$ cat config.mk
export PLATFORM = sky130hd
export DESIGN_NAME = wm8731_cfg_seq
export DESIGN_NICKNAME = d
export VERILOG_FILES = /design/src/rtl/wm8731_pkg.sv /design/src/rtl/wm8731_cfg_seq.sv
export SDC_FILE = /design/constraint.sdc
export NUM_CORES = 1
export LEC_CHECK = 0
export CAP_MARGIN = 15
export CORE_UTILIZATION = 55
export DETAILED_ROUTE_END_ITERATION = 16
export GPL_ROUTABILITY_DRIVEN = 0
export PLACE_DENSITY = 0.78
export SYNTH_ARGS = -nofsm -noshare
export SYNTH_HDL_FRONTEND = slang
export SYNTH_SLANG_ARGS = --single-unit
$ cat constraint.sdc
create_clock -name clk -period 2.86 [get_ports clk]
set_input_delay 0.858 -clock clk [delete_from_list [all_inputs] [get_ports clk]]
set_output_delay 0.858 -clock clk [all_outputs]
set_load 0.02 [all_outputs]
$ cat src/rtl/wm8731_pkg.sv
// Shared types and constants for the WM8731 configuration sequencer:
// FSM state encoding, register-write entry format and the fixed init table.
package wm8731_pkg;

  localparam int IDX_W  = 4;
  localparam int CNT_W  = 16;
  localparam int N_REGS = 10;

  localparam logic [6:0] R_LHPOUT = 7'h02;

  typedef enum logic [2:0] {
    ST_PWRUP,
    ST_LOAD,
    ST_REQ,
    ST_WAIT_DONE,
    ST_GAP,
    ST_READY,
    ST_ERROR
  } state_t;

  typedef struct packed {
    logic [6:0] ra;
    logic [8:0] rd;
  } reg_entry_t;

  // Power-up order: reset, partial power-down, line/headphone levels,
  // path routing, interface format, then activate.
  function automatic reg_entry_t table_entry(input logic [IDX_W-1:0] idx);
    reg_entry_t e;
    case (idx)
      4'd0:    e = '{ra: 7'h0F, rd: 9'h000};
      4'd1:    e = '{ra: 7'h06, rd: 9'h010};
      4'd2:    e = '{ra: 7'h00, rd: 9'h017};
      4'd3:    e = '{ra: 7'h01, rd: 9'h017};
      4'd4:    e = '{ra: 7'h02, rd: 9'h079};
      4'd5:    e = '{ra: 7'h03, rd: 9'h079};
      4'd6:    e = '{ra: 7'h04, rd: 9'h012};
      4'd7:    e = '{ra: 7'h05, rd: 9'h000};
      4'd8:    e = '{ra: 7'h07, rd: 9'h002};
      4'd9:    e = '{ra: 7'h09, rd: 9'h001};
      default: e = '{ra: 7'h00, rd: 9'h000};
    endcase
    return e;
  endfunction

endpackage

$ cat src/rtl/wm8731_cfg_seq.sv
// WM8731 register-init sequencer driving a 2-wire write master.
// Optional headphone volume writes from READY: define WM8731_VOL_UPDATE_EN.
module wm8731_cfg_seq
  import wm8731_pkg::*;
#(
  parameter logic [6:0]  DEV_ADDR       = 7'h1A,
  parameter int unsigned PWRUP_CYCLES   = 50000,
  parameter int unsigned GAP_CYCLES     = 64,
  parameter int unsigned TIMEOUT_CYCLES = 4096
) (
  input  logic       clk,
  input  logic       reset_n,
  input  logic       cfg_go,
  output logic       i2c_start,
  output logic [6:0] i2c_addr,
  output logic       i2c_wr_rd,
  output logic [7:0] i2c_data_st,
  output logic [7:0] i2c_data_nd,
  input  logic       i2c_busy,
  input  logic       i2c_done,
  output logic       cfg_busy,
  output logic       cfg_done,
  output logic       cfg_err,
  output logic [3:0] cfg_idx
`ifdef WM8731_VOL_UPDATE_EN
  ,
  input  logic       vol_req,
  input  logic [6:0] vol_val,
  output logic       vol_ack
`endif
);

  localparam logic [CNT_W-1:0] PWRUP_LAST   = CNT_W'(PWRUP_CYCLES - 1);
  localparam logic [CNT_W-1:0] GAP_LAST     = CNT_W'(GAP_CYCLES - 1);
  localparam logic [CNT_W-1:0] TIMEOUT_LAST = CNT_W'(TIMEOUT_CYCLES - 1);
  localparam logic [IDX_W-1:0] LAST_IDX     = IDX_W'(N_REGS - 1);

  state_t           state_q, state_d;
  logic [IDX_W-1:0] idx_q, idx_d;
  logic [CNT_W-1:0] cnt_q, cnt_d, cnt_inc;
  logic             vol_mode_q, vol_mode_d;
  logic             out_en_q;
  logic             load_en;
  reg_entry_t       load_entry;
  logic [7:0]       data_st_q, data_nd_q;

  assign cnt_inc = (cnt_q == {CNT_W{1'b1}}) ? cnt_q : cnt_q + 1'b1;

  // State, index and shared counter; data bytes are captured on entry to
  // LOAD so they are stable for a full cycle before the start pulse.
  always_ff @(posedge clk or negedge reset_n) begin
    if (!reset_n) begin
      state_q    <= ST_PWRUP;
      idx_q      <= '0;
      cnt_q      <= '0;
      vol_mode_q <= 1'b0;
      out_en_q   <= 1'b0;
      data_st_q  <= '0;
      data_nd_q  <= '0;
    end else begin
      state_q    <= state_d;
      idx_q      <= idx_d;
      cnt_q      <= cnt_d;
      vol_mode_q <= vol_mode_d;
      out_en_q   <= 1'b1;
      if (load_en) begin
        data_st_q <= {load_entry.ra, load_entry.rd[8]};
        data_nd_q <= load_entry.rd[7:0];
      end
    end
  end

  always_comb begin
    state_d    = state_q;
    idx_d      = idx_q;
    cnt_d      = cnt_q;
    vol_mode_d = vol_mode_q;
    load_en    = 1'b0;
    load_entry = table_entry(idx_q);
    i2c_start  = 1'b0;

    case (state_q)
      ST_PWRUP: begin
        if (cnt_q >= PWRUP_LAST) begin
          state_d    = ST_LOAD;
          idx_d      = '0;
          cnt_d      = '0;
          load_en    = 1'b1;
          load_entry = table_entry(IDX_W'(0));
        end else begin
          cnt_d = cnt_inc;
        end
      end

      ST_LOAD: begin
        state_d = ST_REQ;
        cnt_d   = '0;
      end

      // Hold the request until the master is idle so start never overlaps busy.
      ST_REQ: begin
        cnt_d = '0;
        if (!i2c_busy) begin
          i2c_start = 1'b1;
          state_d   = ST_WAIT_DONE;
        end
      end

      ST_WAIT_DONE: begin
        if (i2c_done) begin
          state_d = ST_GAP;
          cnt_d   = '0;
        end else if (cnt_q >= TIMEOUT_LAST) begin
          state_d    = ST_ERROR;
          vol_mode_d = 1'b0;
        end else begin
          cnt_d = cnt_inc;
        end
      end

      ST_GAP: begin
        if (cnt_q >= GAP_LAST) begin
          cnt_d = '0;
          if (vol_mode_q) begin
            state_d    = ST_READY;
            vol_mode_d = 1'b0;
          end else if (idx_q == LAST_IDX) begin
            state_d = ST_READY;
          end else begin
            state_d    = ST_LOAD;
            idx_d      = idx_q + 1'b1;
            load_en    = 1'b1;
            load_entry = table_entry(idx_q + 1'b1);
          end
        end else begin
          cnt_d = cnt_inc;
        end
      end

      // A rerun request takes priority over a volume write.
      ST_READY: begin
        if (cfg_go) begin
          state_d    = ST_LOAD;
          idx_d      = '0;
          cnt_d      = '0;
          load_en    = 1'b1;
          load_entry = table_entry(IDX_W'(0));
        end
`ifdef WM8731_VOL_UPDATE_EN
        else if (vol_req) begin
          state_d    = ST_LOAD;
          cnt_d      = '0;
          vol_mode_d = 1'b1;
          load_en    = 1'b1;
          load_entry = '{ra: R_LHPOUT, rd: {1'b1, 1'b0, vol_val}};
        end
`endif
      end

      ST_ERROR: begin
        if (cfg_go) begin
          state_d    = ST_LOAD;
          idx_d      = '0;
          cnt_d      = '0;
          load_en    = 1'b1;
          load_entry = table_entry(IDX_W'(0));
        end
      end

      default: begin
        state_d = ST_PWRUP;
        cnt_d   = '0;
      end
    endcase
  end

  assign i2c_addr    = DEV_ADDR;
  assign i2c_wr_rd   = 1'b0;
  assign i2c_data_st = data_st_q;
  assign i2c_data_nd = data_nd_q;
  assign cfg_idx     = idx_q;
  assign cfg_done    = (state_q == ST_READY) || vol_mode_q;
  assign cfg_err     = (state_q == ST_ERROR);
  assign cfg_busy    = out_en_q && (state_q != ST_READY) && (state_q != ST_ERROR);

`ifdef WM8731_VOL_UPDATE_EN
  assign vol_ack = (state_q == ST_WAIT_DONE) && i2c_done && vol_mode_q;
`endif

endmodule

# [Word level (Yosys, flattened, before mapping)]
# Memory sizes are Yosys's and may differ from the RTL's.
# Cells that the tools add are included.
[word_totals] elab_cells=85 input_bits=5 mem_bits_ro=352 memories=2 reg_bits=41 output_inout_bits=32
[mem_list] memory="(no name shown)" words=16 word_bits=11 read_ports=1 rd_clocked_by_memory_dff=0 write_ports=0 line_no="wm8731_pkg.sv:30" text="case (idx)"
[mem_list] memory="(no name shown)" words=16 word_bits=11 read_ports=1 rd_clocked_by_memory_dff=0 write_ports=0 line_no="wm8731_pkg.sv:30"
[op_classes] order_cmp=3 n_mux=40 addsub=2 eq_ne=20 n_reduce_logical=11
[op_table] cell="2-to-1 mux 16 bit" count=11
[op_table] cell="one-hot mux 16 bit (4 select lines)" count=1
[op_table] cell="one-hot mux 16 bit (3 select lines)" count=1
[op_table] cell="2-to-1 mux 3 bit" count=8
[op_table] cell="2-to-1 mux 4 bit" count=5
[op_table] cell="one-hot mux 3 bit (6 select lines)" count=1
[op_table] cell="adder 16 x 1 -> 16 bit, second input constant" count=1
[op_table] cell="== test 16 bit, second input constant" count=1
[op_table] cell="greater-or-equal comparator 16 x 12 -> 1 bit, second input constant" count=1
[op_table] cell="greater-or-equal comparator 16 bit, second input constant" count=1
[op_table] cell="greater-or-equal comparator 16 x 6 -> 1 bit, second input constant" count=1
[op_table] cell="inequality test 2 bit, second input constant" count=7
[op_table] cell="inequality test 3 bit, second input constant" count=4
[op_table] cell="one-hot mux 4 bit (3 select lines)" count=1
[op_table] cell="2-to-1 mux 1 bit" count=10
[op_table] cell="== test 3 bit, second input constant" count=3
[op_table] cell="== test 3 x 2 -> 1 bit, second input constant" count=2
[op_table] cell="AND reduction 6 bit" count=1
[op_table] cell="AND reduction 5 bit" count=1
[op_table] cell="adder 4 x 1 -> 4 bit, second input constant" count=1
[op_table] cell="== test 4 bit, second input constant" count=1
[op_table] cell="AND reduction 4 bit" count=1
[op_table] cell="== test 3 x 1 -> 1 bit, second input constant" count=1
[op_table] cell="zero test 3 bit" count=1
[op_table] cell="9 further kinds" count=10

# [Logic depth before layout (Yosys ltp)]
# Gate-level depths: netlist of run 1.
# An unclocked memory read counts as a cell.
[depth] depth_word=6 depth_mapped=8 ltp_nobuf=7

# [Worst setup path before layout of run 1]
# No wires, ideal clock.
[synth_timing] kind="input -> output" startpoint="in i2c_busy" endpoint="out i2c_start" arrival_ps=1485 path_slack_ps=517 required_time_ps=2002 path_stages=1 n_path_buf=0 cell_sequence="nor4_1"
[synth_between] elab_chain_cells=2
[synth_lines] element="from (decl)" line_no="wm8731_cfg_seq.sv:19" text="input logic i2c_busy,"
[synth_lines] element="2-to-1 mux 1 bit" line_no="wm8731_cfg_seq.sv:103" text="if (!i2c_busy) begin"
[synth_lines] element="2-to-1 mux 1 bit" line_no="wm8731_cfg_seq.sv:82" text="case (state_q)"
[synth_lines] element="to (decl)" line_no="wm8731_cfg_seq.sv:14" text="output logic i2c_start,"
# Every way passes these cells.

# [Final worst setup path of run 1]
[layout_timing] startpoint="reg state_q[2]" endpoint="out cfg_done"
[layout_between] elab_chain_cells=2
[layout_lines] element="from (decl)" line_no="wm8731_cfg_seq.sv:38" text="state_t state_q, state_d;"
[layout_lines] element="from (signal assigned)" line_no="wm8731_cfg_seq.sv:61" text="state_q <= state_d;"
[layout_lines] element="== test 3 bit" line_no="wm8731_cfg_seq.sv:182" text="assign cfg_done = (state_q == ST_READY) || vol_mode_q;"
[layout_lines] element="logical OR 1 bit" line_no="wm8731_cfg_seq.sv:182"
[layout_lines] element="to (decl)" line_no="wm8731_cfg_seq.sv:22" text="output logic cfg_done,"
# Every way passes these cells.

==> key figures, run 1 <==
Run status
  • Outcome: complete, no violations

Logic synthesis
  • Mean Syn Cell Area: roughly 9 µm²
  • Async S/R FF share, synth: 100%
  • Syn Inst Count: 277
  • Synth top area cells: dfrtp_1 33%, buf_4 4.5%, nor2_1 4.2%
  • Top FF cell, synth: dfrtp_1
  • Number of synthesized flops with an enable pin: 0
  • Synthesized flop and latch total: 33
  • Mapped Area: 2480 µm²
  • Yosys top cell area share: approximately a third
  • Synth warn: 0
  • Synth cell types: 60
  • Cell taking the most area after synthesis: dfrtp_1
  • Sequential-to-total area share from yosys stat: 33.2%

Placed design
  • Placed inst area: 2730 µm²
  • Placed cells: 348
  • I/O Buffers: 23
  • Dpl hpwl: around 4.0 mm
  • DP Worst Slack: -120 ps

STA
  • Hold violation count in the final report: 0
  • Sum of negative setup slack: 0 ps
  • Final min period: 2680 ps
  • Post-route setup slack: between 150 and 200 ps
  • Slew @ Worst Pin: around 880 ps
  • Final Setup Violations: 0
  • Tcrit/Tclk final: 93.6%
  • Unrepaired setup endpoints after global routing: false
  • Hold_ws: about 480 ps
  • Normalized max-slew margin: roughly 41%
  • Final Max Slew Viols: 0
  • Setup Skew: 3.90 ps
  • Max Freq: 373 MHz

Clock network
  • Clk Latency, worst-skew pair: between 200 and 300 ps
  • Hold buffers post-CTS: 0
  • H-tree levels: 2
  • Clock Sinks: 33
  • Clock Tree Buf Depth: 2
  • Number of CTS-inserted buffers: 5
  • CTS tree: done
  • Worst-path clk slew: 70 ps
  • Root Buffer: clkbuf_8
  • Post-CTS Setup Bufs: 0

Finish
  • Post-route cell area: 2830 µm²
  • Share of layout cells above drive strength 1: 12.2%
  • Final cell count without fillers: 356
  • Final core utilization: 65.1%
  • NumNets Final: 316
  • Commonest non-fill, non-tap cell in the layout: dfrtp_1
  • Commonest non-fill, non-tap cells in the layout: 32 x dfrtp_1, 28 x nor2_1, 22 x clkdlybuf4s50_1, 16 x o21ai_0, 15 x nand2_1
  • Ant. Diodes: 0
  • Synthesis-to-layout area growth: 14.1%

Job
  • Max Cap Violations: 0

Power
  • Worst vdd ir: 0.357 mV
  • Leakage: roughly 1.1 nW
  • Total Power: 2.04 mW
  • P per Cell Area: a little over 700 nW/µm²

Setup path
  • WP data required: 2000 ps
  • Max FO, Critical Path: 15
  • Crit Path Category: register to output pin
  • CP Capture Type: output pin
  • CP Data Arrival Time: 1820 ps
  • Startpoint class of the critical path: register

Detailed routing
  • DRT Wirelength: 5.65 mm
  • Drt drc: 0
  • First-pass DRT Iterations: 5
  • Routed WL per cell: 15.9 µm
  • Initial DRC Count: ~180
  • DR vias: 2190
  • Remaining antenna violation count after routing: 0
  • DR vias/cell: 6.15

Floorplanning
  • DIE AREA: 4790 µm²
  • Standard-cell rows: 24
  • Die H: about 70 µm
  • Die W: around 69 µm
  • Io pins: 37
  • Core region area: about 4400 µm²
  • Starting density of the core: 57.0%

Global routing
  • Vias in the first global route: 1987
  • Largest net degree at the start of global routing: 34
  • GRT Residual Overflow: 0
  • Antenna violations before repair: 0
  • Busiest grt layer: met1
  • M3 GR Usage: approximately 5.5%
  • GRT Util Overall: 25.2%
  • Met1 usage: 37.2%
  • Met2 Use GR: a little over a third
  • First-pass GRT wire length: 9.65 mm

Hold path
  • Worst Hold Class: register to register
## critical path, cell delays in order (launching register included)
cell             delay (ps)
dfrtp_1                 620
inv_1                   140
nor3_1                  150
clkdlybuf4s50_1         620
## where the power goes
part           switching, mW  internal (mW)  leakage [nW]
Sequential             0.106          0.540         0.438
Combinational          0.581          0.421         0.633
Clock                  0.171          0.217        0.0542
Total                  0.858           1.18          1.13
## sequential cells by signal, indices dropped and copies added (netlist names)
signal,cells
out_en_q,1
cnt_q,16
i2c_data_st,4
state_q,3
cfg_idx,4
i2c_data_nd,5
## layout make-up
cell class	count	area (µm²)
clock inverter	1	5.00
timing repair buffer	31	289
fill	381	1520
inverter	7	26.3
sequential	33	827
tap	52	65.1
multi-input combinational	225	1530
clock buffer	7	96.3
## cell usage after synthesis, drive strengths merged (2+ instances only)
library cell and count:
o22a 2, xnor2 10, mux2 6, inv 7
a21oi 11, nand3 7, mux2i 4, or2 2
nand2 15, o211a 2, and2 2, conb 2
nand3b 3, xor2 3, a21boi 3, ha 8
or3 5, nor2b 6, nor2 29, nor3b 2
nand4 4, and3b 2, o31ai 4, a31oi 5
a2111oi 4, a2bb2oi 3, a211oi 7, nor4 5
buf 20, nor3 15, o21ai 19, dfrtp 33
clkbuf 4, o211ai 10
## routing by layer
metal / vias up / part of all wire [%]
li1: 1051 / -
met1: 1058 / 47
met2: 71 / 46
met3: 10 / 5.5
met4: 0 / 1.8
met5: - / 0
## cells by family after synthesis
family,Yosys count,synth area share [%]
other,2,0.302
AO/OA/AOI/OAI,78,23.0
flip-flops,33,33.2
multiplexers,10,4.33
XOR/XNOR,13,4.89
AND/OR/NAND/NOR,101,22.7
buffers and inverters,31,7.15
adder cells (fa/ha/maj),9,4.43
## path summary, 6_finish.rpt
check	slack (ps)	depth (start not counted)	to	from
worst max-delay path	180	3	cfg_done	state_q[2]
worst min-delay path	480	1	i2c_data_nd[4]	i2c_data_nd[4]
worst max register to register	500	6	cnt_q[9]	cnt_q[0]
worst min register to register	480	1	i2c_data_nd[4]	i2c_data_nd[4]
max in group asynchronous	1560	2	state_q[0]	reset_n
min in group asynchronous	970	2	cnt_q[4]	reset_n
## what timing repair did
action                                  in CTS  in global routing
endpoints found under the setup margin       1                  1
pin swaps                                    0                  0
resized for setup                            1                  1
gates cloned                                 0                  0
Power figures use the tool's default switching activity.
==> inputs of run 2 (changes only) <==
- RECOVER_POWER: not set -> 25
- SLEW_MARGIN: not set -> 5
==> run 2 against run 1 <==
  * Sequential power barely moved
  * Critical path depth did not move
  * Maximum frequency rose by 0.16%
  * Combinational power barely moved
  * Register-to-register slack barely moved
  * Sequential share of layout area barely moved
  * Largest cell class unchanged
  * Critical path type unchanged
  * Sequential cell count did not move
  * Power barely moved
  * Final cell count did not move
  * Critical endpoint unchanged
==> key figures, run 2 (synthesis results as in run 1) <==
Run status
  • Outcome: complete, no violations

Setup path
  • Worst r2r src: cnt_q[0]
  • Worst r2r path cells: 6
  • R2r setup slk: about 500 ps
  • Crit Path Category: register to output pin
  • CP Capture Type: output pin
  • Startpoint class of the critical path: register
  • CP Data Arrival Time: 1820 ps
  • FF-to-FF End: cnt_q[9]
  • Max FO, Critical Path: 15
  • WP data required: about 2000 ps

Detailed routing
  • DRT Wirelength: 5.66 mm
  • DR vias/cell: about 6.2
  • Drt drc: 0
  • Routed WL per cell: 15.9 µm
  • First-pass DRT Iterations: 5
  • Remaining antenna violation count after routing: 0
  • DR vias: ~2200
  • Initial DRC Count: 182

Finish
  • Commonest non-fill, non-tap cells in the layout: 32 x dfrtp_1, 28 x nor2_1, 21 x clkdlybuf4s50_1, 16 x o21ai_0, 15 x nand2_1
  • Register with the most flip-flops: cnt_q
  • Commonest non-fill, non-tap cell in the layout: dfrtp_1
  • NumNets Final: 316
  • Ant. Diodes: 0
  • Synthesis-to-layout area growth: 14.0%
  • Share of layout cells above drive strength 1: 12.2%
  • Largest register FFs: 16

Global routing
  • First-pass GRT wire length: 9.65 mm
  • Largest net degree at the start of global routing: 34
  • GRT Residual Overflow: 0
  • Vias in the first global route: just under 2000
  • GRT Util Overall: 25.2%
  • Antenna violations before repair: 0

Floorplanning
  • Starting density of the core: 57.0%
  • Io pins: 37
  • Die H: a little under 70 µm
  • DIE AREA: about 4800 µm²
  • Core region area: 4350 µm²
  • Die W: 69.2 µm
  • Standard-cell rows: 24

STA
  • Setup Skew: 3.90 ps
  • Final Setup Violations: 0
  • Max Freq: 374 MHz
  • Final Max Slew Viols: 0
  • Slew @ Worst Pin: ~900 ps
  • Sum of negative setup slack: 0 ps
  • Tcrit/Tclk final: 93.5%
  • Final min period: ~2700 ps
  • Normalized max-slew margin: around 41%
  • Hold violation count in the final report: 0
  • Unrepaired setup endpoints after global routing: false

Clock network
  • Worst-path clk slew: about 70 ps
  • Hold buffers post-CTS: 0
  • H-tree levels: 2
  • Root Buffer: clkbuf_8
  • Clock Tree Buf Depth: 2
  • Number of CTS-inserted buffers: 5
  • Clk Latency, worst-skew pair: 290 ps
  • Clock Sinks: 33
  • CTS tree: done

Power
  • Total Power: 2.04 mW
  • P per Cell Area: 719 nW/µm²
  • Leakage: 1.12 nW
  • Worst vdd ir: 0.357 mV

Hold path
  • Worst Hold Class: register to register
  • Min-Delay Endpoint: i2c_data_nd[4]
  • Hold Crit Start: i2c_data_nd[4]
  • WHS Path Cells: 1

Placed design
  • Dpl hpwl: 4.04 mm
  • I/O Buffers: 23

Job
  • Max Cap Violations: 0
==> run 2: changes by cell type in the layout (fill, tap and decap cells not counted), sizes merged <==
cell,previous run,this run
buf,8,7
clkbuf,7,8
dlygate4sd3,0,1
clkdlybuf4s50,22,21
==> run 2: how the worst max path moves through the flow <==
stage	from	to	slack (ps)	cells after the start
5_1_grt	state_q[2]	cfg_done	2	3
6_report	state_q[2]	cfg_done	190	3
2_1_floorplan	i2c_busy	i2c_start	520	1
4_1_cts	state_q[0]	cfg_done	90	3
3_3_place_gp	i2c_busy	i2c_start	-70	3
3_5_place_dp	i2c_busy	i2c_start	-120	3
==> run 2: per-stage QoR <==
stage	setup WS [ps]	area (µm²)	hold WS, ps	std cells	utilization [%]
3_3_place_gp	-69.0	2730	465	348	62.8
4_1_cts	93.6	2830	485	356	65.1
6_report	187	2830	479	356	65.0
3_5_place_dp	-120	2730	471	348	62.8
2_1_floorplan	517	2530	547	289	-
5_1_grt	1.67	2830	495	356	65.0
==> run 2: report_power, final <==
part / internal [mW] / switching [mW] / total (mW) / leakage, nW
clock network: 0.217 / 0.172 / 0.389 / 0.0542
registers: 0.540 / 0.105 / 0.646 / 0.438
logic: 0.420 / 0.582 / 1.00 / 0.632
total: 1.18 / 0.859 / 2.04 / 1.12
==> run 2: cell type report <==
type / count / area [µm²]
clock buffers: 7 / 96.3
clock inverters: 1 / 5.00
fillers: 382 / 1520
inverters: 7 / 26.3
multi-input cells: 225 / 1530
flip-flops and latches: 33 / 827
well taps: 52 / 65.1
repair buffers: 31 / 287
==> run 2: routing by layer <==
| metal | up-vias | wire length, µm | global-route usage [%] |
|---|---|---|---|
| met2 | 69 | 2600 | 35.5 |
| met4 | 0 | 102 | 10.7 |
| met1 | 1060 | 2660 | 37.2 |
| li1 | 1051 | - | - |
| met3 | 10 | 297 | 5.52 |
| met5 | - | 0 | 0 |
==> run 2: what timing repair did <==
| action | CTS | global route |
|---|---|---|
| setup buffers | 0 | 0 |
| setup endpoints to repair | 1 | 1 |
| gates resized for setup | 1 | 1 |
==> run 2: critical path, cell delays in order, from the launching register on <==
cell and delay (ps):
dfrtp_1 620, inv_1 140, nor3_1 150, clkdlybuf4s50_1 620
